**src/rtl/kd_point_router.sv**
```systemverilog
// Walks one point at a time down a kd-tree held in heap order and reports the leaf it lands on.
// The captured point is broadcast to the PE array; one level costs a fetch cycle plus a compare cycle.
module kd_point_router #(
    parameter int dim         = 3,
    parameter int data_range  = 255,
    parameter int max_depth   = 16,
    parameter int dim_size    = $clog2(data_range),
    parameter int center_size = dim * dim_size,
    parameter int depth_size  = $clog2(max_depth),
    parameter int addr_size   = max_depth
) (
    input  logic                   clk,
    input  logic                   rst,
    input  logic                   en,
    input  logic [depth_size-1:0]  levels,
    input  logic                   point_valid,
    output logic                   point_ready,
    input  logic [center_size-1:0] point_in,
    output logic [center_size-1:0] point_out,
    output logic                   receive_point,
    output logic [addr_size-1:0]   node_addr,
    input  logic [center_size-1:0] node_center,
    output logic [depth_size-1:0]  depth,
    output logic                   next_level,
    output logic                   go_left,
    output logic                   inc,
    output logic                   leaf_valid,
    input  logic                   leaf_ready,
    output logic [addr_size-1:0]   leaf_addr
);

    localparam int axis_size = (dim > 1) ? $clog2(dim) : 1;

    typedef enum logic [2:0] {
        IDLE    = 3'd0,
        LOAD    = 3'd1,
        FETCH   = 3'd2,
        COMPARE = 3'd3,
        INC     = 3'd4,
        OUT     = 3'd5
    } state_t;

    state_t                 state, state_nxt;
    logic                   started;
    logic [center_size-1:0] point_q;
    logic [addr_size-1:0]   addr_q;
    logic [depth_size-1:0]  depth_q;
    logic [depth_size-1:0]  last_depth;
    logic [axis_size-1:0]   axis_q;
    logic                   go_left_q;
    logic [addr_size-1:0]   leaf_addr_q;

    logic                   accept;
    logic                   at_leaf;
    logic                   go_left_nxt;

    // Index of the deepest level to visit: 0 behaves as one level, oversize requests clamp.
    function automatic logic [depth_size-1:0] last_level(input logic [depth_size-1:0] lv);
        if (lv == '0)
            return '0;
        else if (32'(lv) > max_depth)
            return depth_size'(max_depth - 1);
        else
            return lv - 1'b1;
    endfunction

    function automatic logic [dim_size-1:0] axis_coord(input logic [center_size-1:0] v,
                                                       input logic [axis_size-1:0]   a);
        axis_coord = '0;
        for (int k = 0; k < dim; k++)
            if (int'(a) == k)
                axis_coord = v[k*dim_size +: dim_size];
    endfunction

    assign accept      = (state == IDLE) && started && point_valid;
    assign at_leaf     = (depth_q == last_depth);
    assign go_left_nxt = axis_coord(point_q, axis_q) < axis_coord(node_center, axis_q);

    always_ff @(posedge clk or negedge rst) begin
        if (!rst)
            state <= IDLE;
        else if (en)
            state <= state_nxt;
    end

    always_comb begin
        state_nxt = state;
        case (state)
            IDLE:    if (accept) state_nxt = LOAD;
            LOAD:    state_nxt = FETCH;
            FETCH:   state_nxt = COMPARE;
            COMPARE: state_nxt = at_leaf ? INC : FETCH;
            INC:     state_nxt = OUT;
            OUT:     if (leaf_ready) state_nxt = IDLE;
            default: state_nxt = IDLE;
        endcase
    end

    // Strobes decode the state register and are masked while frozen so a resumed walk still fires them once.
    always_comb begin
        point_ready   = (state == IDLE) && started && en;
        receive_point = (state == LOAD) && en;
        next_level    = (state == COMPARE) && !at_leaf && en;
        inc           = (state == INC) && en;
        leaf_valid    = (state == OUT);
    end

    always_ff @(posedge clk or negedge rst) begin
        if (!rst) begin
            started     <= 1'b0;
            point_q     <= '0;
            addr_q      <= '0;
            depth_q     <= '0;
            last_depth  <= '0;
            axis_q      <= '0;
            go_left_q   <= 1'b0;
            leaf_addr_q <= '0;
        end else if (en) begin
            started <= 1'b1;
            case (state)
                IDLE: begin
                    if (accept) begin
                        point_q    <= point_in;
                        addr_q     <= '0;
                        depth_q    <= '0;
                        axis_q     <= '0;
                        last_depth <= last_level(levels);
                    end
                end
                COMPARE: begin
                    go_left_q <= go_left_nxt;
                    if (!at_leaf) begin
                        addr_q  <= {addr_q[addr_size-2:0], 1'b0}
                                   + (go_left_nxt ? addr_size'(1) : addr_size'(2));
                        depth_q <= depth_q + 1'b1;
                        axis_q  <= (axis_q == axis_size'(dim - 1)) ? '0 : axis_q + 1'b1;
                    end
                end
                INC:     leaf_addr_q <= addr_q;
                default: ;
            endcase
        end
    end

    assign point_out = point_q;
    assign node_addr = addr_q;
    assign depth     = depth_q;
    assign go_left   = go_left_q;
    assign leaf_addr = leaf_addr_q;

endmodule

```
**config.mk**
```make
export PLATFORM = sky130hd
export DESIGN_NAME = kd_point_router
export DESIGN_NICKNAME = d
export VERILOG_FILES = /design/src/rtl/kd_point_router.sv
export SDC_FILE = /design/constraint.sdc
export NUM_CORES = 1
export LEC_CHECK = 0
export BUFFER_PORTS_ARGS = -buffer_cell sky130_fd_sc_hd__buf_2
export CAP_MARGIN = 40
export CORE_MARGIN = 8
export CORE_UTILIZATION = 35
export CTS_CLUSTER_DIAMETER = 80
export DETAILED_ROUTE_END_ITERATION = 8
export PLACE_DENSITY = 0.58
export SLEW_MARGIN = 10
export SYNTH_ARGS = -nofsm -noshare
export SYNTH_HDL_FRONTEND = slang
export SYNTH_SLANG_ARGS = --single-unit
```
**constraint.sdc**
```tcl
create_clock -name clk -period 8.55 [get_ports clk]
set_clock_uncertainty 0.15 [all_clocks]
set_input_delay 0.4275 -clock clk [delete_from_list [all_inputs] [get_ports clk]]
set_output_delay 0.4275 -clock clk [all_outputs]
set_load 0.02 [all_outputs]
```
==> results of run 1 <==
-- cell usage in the layout (no fill, tap or decap), types with 2 or more instances in the layout --
cell	Yosys	layout
xnor2_1	9	9
dfrtp_1	71	71
o31ai_1	2	2
or4b_2	2	2
nand4b_1	2	2
buf_2	6	121
clkinvlp_4	0	4
o211ai_1	3	3
clkinv_2	0	2
a21oi_1	16	16
o21ai_0	18	18
nor4_1	2	2
mux2_2	41	41
nand4_1	6	6
a22o_1	4	4
clkbuf_8	0	9
ha_1	10	10
nor4b_1	3	3
nor4bb_1	2	2
xor2_1	8	8
inv_1	9	9
buf_4	0	3
nor3_1	9	9
nor2_1	13	13
mux2i_1	14	14
a22o_2	13	13
nand3_1	7	7
nand2_1	21	21
-- critical path: stages (launching register included) --
cell      delay (ns)
dfrtp_1         0.70
nor2b_1         0.77
a21oi_1         0.19
ha_1            0.36
nand2_1         0.08
o211ai_1        0.17
o22ai_1         0.14
inv_1           0.09
ha_1            0.18
ha_1            0.21
nand4_1         0.21
nor4_1          0.36
xor2_1          0.11
a22o_2          0.21
-- state kept, by name, indices dropped and copies added, names as in the netlist, 2 cells and up --
signal / flops
axis_q: 2
depth: 4
last_depth: 4
leaf_addr: 16
node_addr: 16
point_out: 24
state: 3
-- cell families (layout without fill, tap and decap cells) --
group,count (synthesis),after routing
compound gates,63,63
xor+xnor,17,17
fa+ha+maj,10,10
buf+inv,28,151
flops,71,71
mux,55,55
simple gates,73,73
-- area by class of cell --
cell class | count | share of cell area, %
Timing Repair Buffer | 126 | 14.7
Clock buffer | 9 | 2.74
Clock inverter | 7 | 1.08
Inverter | 9 | 0.747
Sequential cell | 71 | 39.3
Multi-Input combinational cell | 218 | 37.7
Tap cell | 136 | 3.76
-- repair_timing --
| action | CTS | global route |
|---|---|---|
| setup endpoints to repair | 0 | 0 |
| hold endpoints to repair | 22 | 0 |
| hold buffers | 1 | 0 |
-- worst max path at each step --
| stage | start | cells past startpoint | slack, ns | endpoint |
|---|---|---|---|---|
| floorplan | axis_q[0]$_DFFE_PN0P_ | 15 | 5.14 | node_addr[15]$_DFFE_PN0P_ |
| global placement | axis_q[1]$_DFFE_PN0P_ | 13 | 4.70 | node_addr[15]$_DFFE_PN0P_ |
| detailed placement | axis_q[1]$_DFFE_PN0P_ | 13 | 4.51 | node_addr[15]$_DFFE_PN0P_ |
| CTS | axis_q[1]$_DFFE_PN0P_ | 13 | 4.49 | node_addr[15]$_DFFE_PN0P_ |
| global route | axis_q[1]$_DFFE_PN0P_ | 12 | 4.10 | node_addr[15]$_DFFE_PN0P_ |
| finish | axis_q[1]$_DFFE_PN0P_ | 13 | 4.50 | node_addr[15]$_DFFE_PN0P_ |
-- cell usage after synthesis (4+ instances only) --
cell	count	area, µm²
a21oi_1	16	80.1
a22o_1	4	35.0
a22o_2	13	130
buf_2	6	30.0
buf_6	5	56.3
clkbuf_1	6	22.5
dfrtp_1	71	1780
ha_1	10	125
inv_1	9	33.8
mux2_2	41	462
mux2i_1	14	140
nand2_1	21	78.8
nand3_1	7	35.0
nand4_1	6	37.5
nor2_1	13	48.8
nor3_1	9	45.0
o21ai_0	18	90.1
xnor2_1	9	78.8
xor2_1	8	70.1
-- per-stage QoR --
step | power, mW | cells
4_1_cts | 1.44 | 576
2_1_floorplan | 0.998 | 317
5_1_grt | 1.53 | 576
3_3_place_gp | 1.18 | 558
6_report | 1.42 | 576
3_5_place_dp | 1.19 | 559
-- routing by layer --
layer  vias up  routed length, µm  global-route usage (%)
li1       1391                  -                       -
met4         0                195                    5.92
met3        14                679                    4.99
met5         -                  0                       0
met2        95               4260                    21.3
met1      1397               4250                    16.6
-- power breakdown --
part	internal [mW]	total [mW]	switching, mW	leakage [nW]
clock network	0.105	0.244	0.139	0.0776
logic	0.270	0.624	0.354	1.29
registers	0.439	0.555	0.116	0.919
==> results.sh, run 1 <==
export IMPL_synthMuxAreaShare_pct=16.5
export IMPL_htreeDepth=3
export IMPL_endpoint_kind="flip-flop"
export IMPL_final_antenna_net_count=0
export IMPL_root_buffer="clkbuf_8"
export IMPL_wl_per_cell_um=16.3
export IMPL_drt_vias_per_instance=5.03
export IMPL_synth_edf_count=0
export IMPL_yosysSeqAreaShare_pct=48.8
export IMPL_ctsResizeCount=0
export IMPL_cts_buffer_depth=2
export IMPL_fin_crit_ns=4.05
export IMPL_drc=0
export IMPL_maxCapViolations=0
export IMPL_finalSetupViolations=0
export IMPL_synthAdderAreaFrac_pct=3.43
export IMPL_core_area_um2=10200
export IMPL_hpwl_um=7010
export IMPL_start_util_pct=35.6
export IMPL_max_vdd_ir_drop_mv=0.166
export IMPL_synth_cells=317
export IMPL_max_slew_margin_pct=41.8
export IMPL_clkSlewWorstSetupHoldPaths_ns=0.09
export IMPL_worstMarginPinSlew_ns=0.871
export IMPL_max_freq_ghz=0.247
export IMPL_synthXorXnorAreaFrac_pct=4.09
export IMPL_hold_slack_ns=0.151
export IMPL_io_pins=123
export IMPL_grt_use_total_pct=13.7
export IMPL_grt_pass1_wl_um=15600
export IMPL_placed_cell_area_um2=4340
export IMPL_yosys_area_share_simple_pct=11.0
export IMPL_criticalPathCategory="flip-flop to flip-flop"
export IMPL_fillCellCount=998
export IMPL_final_nets=502
export IMPL_die_area_um2=13900
export IMPL_area_delta_synth_final_pct=24.2
export IMPL_report_final_hold_viol_count=0
export IMPL_synth_compound_area_share_pct=11.8
export IMPL_grt_pass1_vias=3108
export IMPL_timing_rr_end="node_addr[15]$_DFFE_PN0P_"
export IMPL_p_leak_nw=2.29
export IMPL_worst_slack_ns=4.50
export IMPL_reg2regPathDepth=13
export IMPL_synth_distinct_cells=41
export IMPL_synth_main_ff_cell="dfrtp_1"
export IMPL_die_h_um=118
export IMPL_cts_tree="built"
export IMPL_ys_ff_latch=71
export IMPL_post_route_util_pct=44.2
export IMPL_path_max_fanout=21
export IMPL_rrSetupSlack_ns=4.50
export IMPL_chipWidth_um=118
export IMPL_grt_max_degree=50
export IMPL_io_buffers=122
export IMPL_antenna_found_initial=0
export IMPL_rows=37
export IMPL_dr_pass1_iters=5
export IMPL_worstHoldStart="point_in[16]"
export IMPL_diodes=0
export IMPL_synthArstFlopShare_pct=100
export IMPL_dpl_worst_slack_ns=4.51
export IMPL_clock_latency_ns=0.35
export IMPL_hold_path_class="input pin to flip-flop"
export IMPL_cp_required_ns=8.64
export IMPL_startpoint_type="flip-flop"
export IMPL_register_area_um2=1780
export IMPL_avgSynthCellArea_um2=11.5
export IMPL_multiInputGateArea_um2=1710
export IMPL_synth_top_family_by_area="multiplexers"
export IMPL_whs_endpoint="point_out[16]$_DFFE_PN0P_"
export IMPL_first_iter_violations=91
export IMPL_power_density_nw_per_um2=314
export IMPL_routed_via_count=2897
export IMPL_synth_area_um2=3640
export IMPL_overflow=0
export IMPL_whs_path_depth=2
export IMPL_period_share_pct=47.3
export IMPL_cp_arrival_ns=4.13
export IMPL_syn_nets=384
export IMPL_tns_ns=0
export IMPL_rsz0062_at_grt="no"
export IMPL_cts_made_buffers=9
export IMPL_r2r_start="axis_q[1]$_DFFE_PN0P_"
export IMPL_final_cell_area_um2=4520
export IMPL_postCtsSetupRepairBufs=0
export IMPL_drive_gt1_share_pct=46.1
export IMPL_drt_total_wl_um=9380
export IMPL_synth_warnings=0
export IMPL_cts_sinks=71
export IMPL_outcome="completed"
export IMPL_slew_violations=0
export IMPL_globalplace_congestion=0.802
Power figures use the tool's default switching activity.
==> run 2, diff against run 1 <==
ABC_AREA = 1   (was default)
PLACE_DENSITY = 0.6   (was 0.58)
clock period = 3.6 ns   (was 8.55 ns; I/O delays follow)
==> run 2 against run 1 <==
Effect of this change:
- final cell count is 32% higher
- sequential power grew to 2.7 times the previous value
- critical path depth is 8 higher
- register-to-register slack worse by 4.2 ns
- worst setup slack worse by 4.2 ns
- wire length is 16% higher
- synthesized area is 0.76% higher
- utilization is 3.3 points higher
- sequential share of layout area is 2.9 points lower
- power grew to 2.9 times the previous value
- global-route usage is 2.3 points higher
==> results.sh, run 2 <==
export IMPL_cp_required_ns=3.67
export IMPL_worstMarginPinSlew_ns=0.787
export IMPL_diodes=0
export IMPL_drive_gt1_share_pct=27.1
export IMPL_combPwrFrac_pct=47.8
export IMPL_synth_edf_count=0
export IMPL_final_antenna_net_count=0
export IMPL_antenna_found_initial=0
export IMPL_largest_reg_flops=24
export IMPL_grt_pass1_wl_um=18400
export IMPL_rows=37
export IMPL_start_util_pct=35.7
export IMPL_synth_commonest_cells="nand2_1, dfrtp_1, inv_1"
export IMPL_endpoint_kind="flip-flop"
export IMPL_grt_use_total_pct=15.9
export IMPL_hold_path_class="input pin to flip-flop"
export IMPL_grt_max_degree=31
export IMPL_rsz0062_at_grt="no"
export IMPL_maxCapViolations=0
export IMPL_drt_total_wl_um=10900
export IMPL_chipWidth_um=118
export IMPL_avgSynthCellArea_um2=7.88
export IMPL_io_buffers=122
export IMPL_dr_pass1_iters=4
export IMPL_critPathSlowestCell="dfrtp_2"
export IMPL_post_route_util_pct=47.6
export IMPL_hpwl_um=8280
export IMPL_report_final_hold_viol_count=0
export IMPL_power_mw=4.16
export IMPL_drc=0
export IMPL_synth_most_common_cell="nand2_1"
export IMPL_layout_common_cells="nand2_1, buf_2, dfrtp_1"
export IMPL_outcome="completed"
export IMPL_yosysSeqAreaShare_pct=48.4
export IMPL_synth_top_area_share_pct=48.4
export IMPL_criticalPathCategory="flip-flop to flip-flop"
export IMPL_period_share_pct=90.8
export IMPL_synth_area_um2=3670
export IMPL_p_sw_share_pct=46.1
export IMPL_p_leak_nw=2.66
export IMPL_hold_slack_ns=0.0352
export IMPL_cts_buffer_depth=2
export IMPL_core_area_um2=10300
export IMPL_synth_distinct_cells=35
export IMPL_final_nets=686
export IMPL_globalplace_congestion=0.893
export IMPL_root_buffer="clkbuf_8"
export IMPL_finalSetupViolations=0
export IMPL_final_common_cell="nand2_1"
export IMPL_p_seq_share_pct=35.9
export IMPL_power_switching_mw=1.92
export IMPL_worst_path_most_repeated_cell="nand2_1"
export IMPL_fillCellCount=1049
export IMPL_die_area_um2=14000
export IMPL_cp_arrival_ns=3.34
export IMPL_slew_violations=0
export IMPL_cts_tree="built"
export IMPL_clkPwrFrac_pct=16.3
export IMPL_slowest_delay_ns=0.43
export IMPL_synth_cells=466
export IMPL_worst_path_buf_inv=2
export IMPL_wl_per_cell_um=14.4
export IMPL_ys_ff_latch=71
export IMPL_clock_latency_ns=0.34
export IMPL_synth_area_leaders="dfrtp_1, nand2_1, ha_1, nand3_1, inv_1"
export IMPL_startpoint_type="flip-flop"
export IMPL_overflow=0
export IMPL_dp_cells=716
export IMPL_max_freq_ghz=0.306
export IMPL_postCtsSetupRepairBufs=0
export IMPL_syn_nets=533
export IMPL_synth_main_ff_cell="dfrtp_1"
export IMPL_p_int_mw=2.24
export IMPL_routed_via_count=3577
export IMPL_first_iter_violations=189
export IMPL_path_max_fanout=11
export IMPL_clkSlewWorstSetupHoldPaths_ns=0.07
export IMPL_drt_vias_per_instance=4.71
export IMPL_fin_cells=760
export IMPL_die_h_um=118
export IMPL_synth_area_leader_cell="dfrtp_1"
export IMPL_power_density_nw_per_um2=851
export IMPL_synthArstFlopShare_pct=100
export IMPL_crit_family="simple AND/OR/NAND/NOR gates"
export IMPL_max_vdd_ir_drop_mv=0.361
export IMPL_fin_crit_ns=3.27
export IMPL_tns_ns=0
export IMPL_io_pins=123
export IMPL_worstPathCellList="inv_2 -> nor2_2 -> inv_2 -> o22ai_1 -> nor2_1 -> ha_1 -> nand2_1 -> nor2_1 -> a211oi_2 -> nand2_1 -> ha_1 -> ha_1 -> nand2_1 -> nor2_2 -> nand3_2 -> nor3_2 -> nand2_2 -> nor2_2 -> nand3_1 -> nand3_1 -> nand2_1"
export IMPL_synth_warnings=0
export IMPL_cts_sinks=71
export IMPL_max_slew_margin_pct=47.4
export IMPL_grt_pass1_vias=3757
export IMPL_cts_made_buffers=9
export IMPL_htreeDepth=3
export IMPL_area_delta_synth_final_pct=33.1
## run 2: logic make-up (layout without fill, tap and decap cells)
family          Yosys count  count (layout)  share of synthesized area, %
compound gates           56              56                          9.41
xor+xnor                 11              11                          2.62
fa+ha+maj                10              10                          3.41
buf+inv                  49             207                          6.44
flops                    71              71                          48.4
simple gates            269             269                          29.7
## run 2: timing repair
| item | in CTS | in global routing |
|---|---|---|
| endpoints found under the hold margin | 52 | 0 |
| hold buffers | 28 | 0 |
| setup endpoints to repair | 0 | 8 |
| resized for setup | 0 | 7 |
## run 2: worst paths after layout
check	start	endpoint	slack, ns	depth (start not counted)
max in group asynchronous	rst	point_out[3]$_DFFE_PN0P_	2.23	3
worst min register to register	leaf_addr[13]$_DFFE_PN0P_	leaf_addr[13]$_DFFE_PN0P_	0.32	2
worst max-delay path	axis_q[1]$_DFFE_PN0P_	node_addr[15]$_DFFE_PN0P_	0.33	21
worst min-delay path	levels[1]	last_depth[1]$_DFFE_PN0P_	0.04	5
min in group asynchronous	rst	node_addr[3]$_DFFE_PN0P_	0.25	2
worst max register to register	axis_q[1]$_DFFE_PN0P_	node_addr[15]$_DFFE_PN0P_	0.33	21
## run 2: area by class of cell
| class | instances | area, µm² | area share [%] |
|---|---|---|---|
| clock inverter | 4 | 70.1 | 1.43 |
| inverter | 36 | 136 | 2.79 |
| multi-input combinational | 346 | 1670 | 34.1 |
| tap | 136 | 170 | 3.48 |
| clock buffer | 12 | 135 | 2.76 |
| timing repair buffer | 155 | 928 | 19.0 |
| sequential | 71 | 1780 | 36.4 |
## run 2: worst reg2reg max path, cell delays in order, from the launching register on
cell      delay [ns]
dfrtp_2         0.43
inv_2           0.12
nor2_2          0.22
inv_2           0.11
o22ai_1         0.16
nor2_1          0.06
ha_1            0.27
nand2_1         0.06
nor2_1          0.14
a211oi_2        0.06
nand2_1         0.08
ha_1            0.16
ha_1            0.16
nand2_1         0.08
nor2_2          0.14
nand3_2         0.12
nor3_2          0.21
nand2_2         0.12
nor2_2          0.12
nand3_1         0.07
nand3_1         0.07
nand2_1         0.05
## run 2: stage by stage
step                area (µm²)  setup slack (ns)
global route              4890            0.0145
floorplan                 3670             0.515
detailed placement        4390             0.175
CTS                       4870             0.165
finish                    4890             0.331
global placement          4390             0.307
## run 2: per-layer routing
metal | track usage, % | vias up | part of all wire (%)
met1 | 19.7 | 1650 | 47
met3 | 5.90 | 11 | 7.5
met4 | 3.87 | 0 | 0.84
met2 | 25.8 | 127 | 45
li1 | - | 1789 | -
met5 | 0 | - | 0
## run 2: power by group through the flow
stage / clock, mW / sequential, mW / combinational, mW
after floorplan: 0 / 1.76 / 1.01
after global placement: 0 / 1.50 / 1.93
after detailed placement: 0 / 1.50 / 1.97
after CTS: 0.703 / 1.49 / 2.00
after global routing: 0.735 / 1.55 / 2.26
final: 0.679 / 1.49 / 1.99
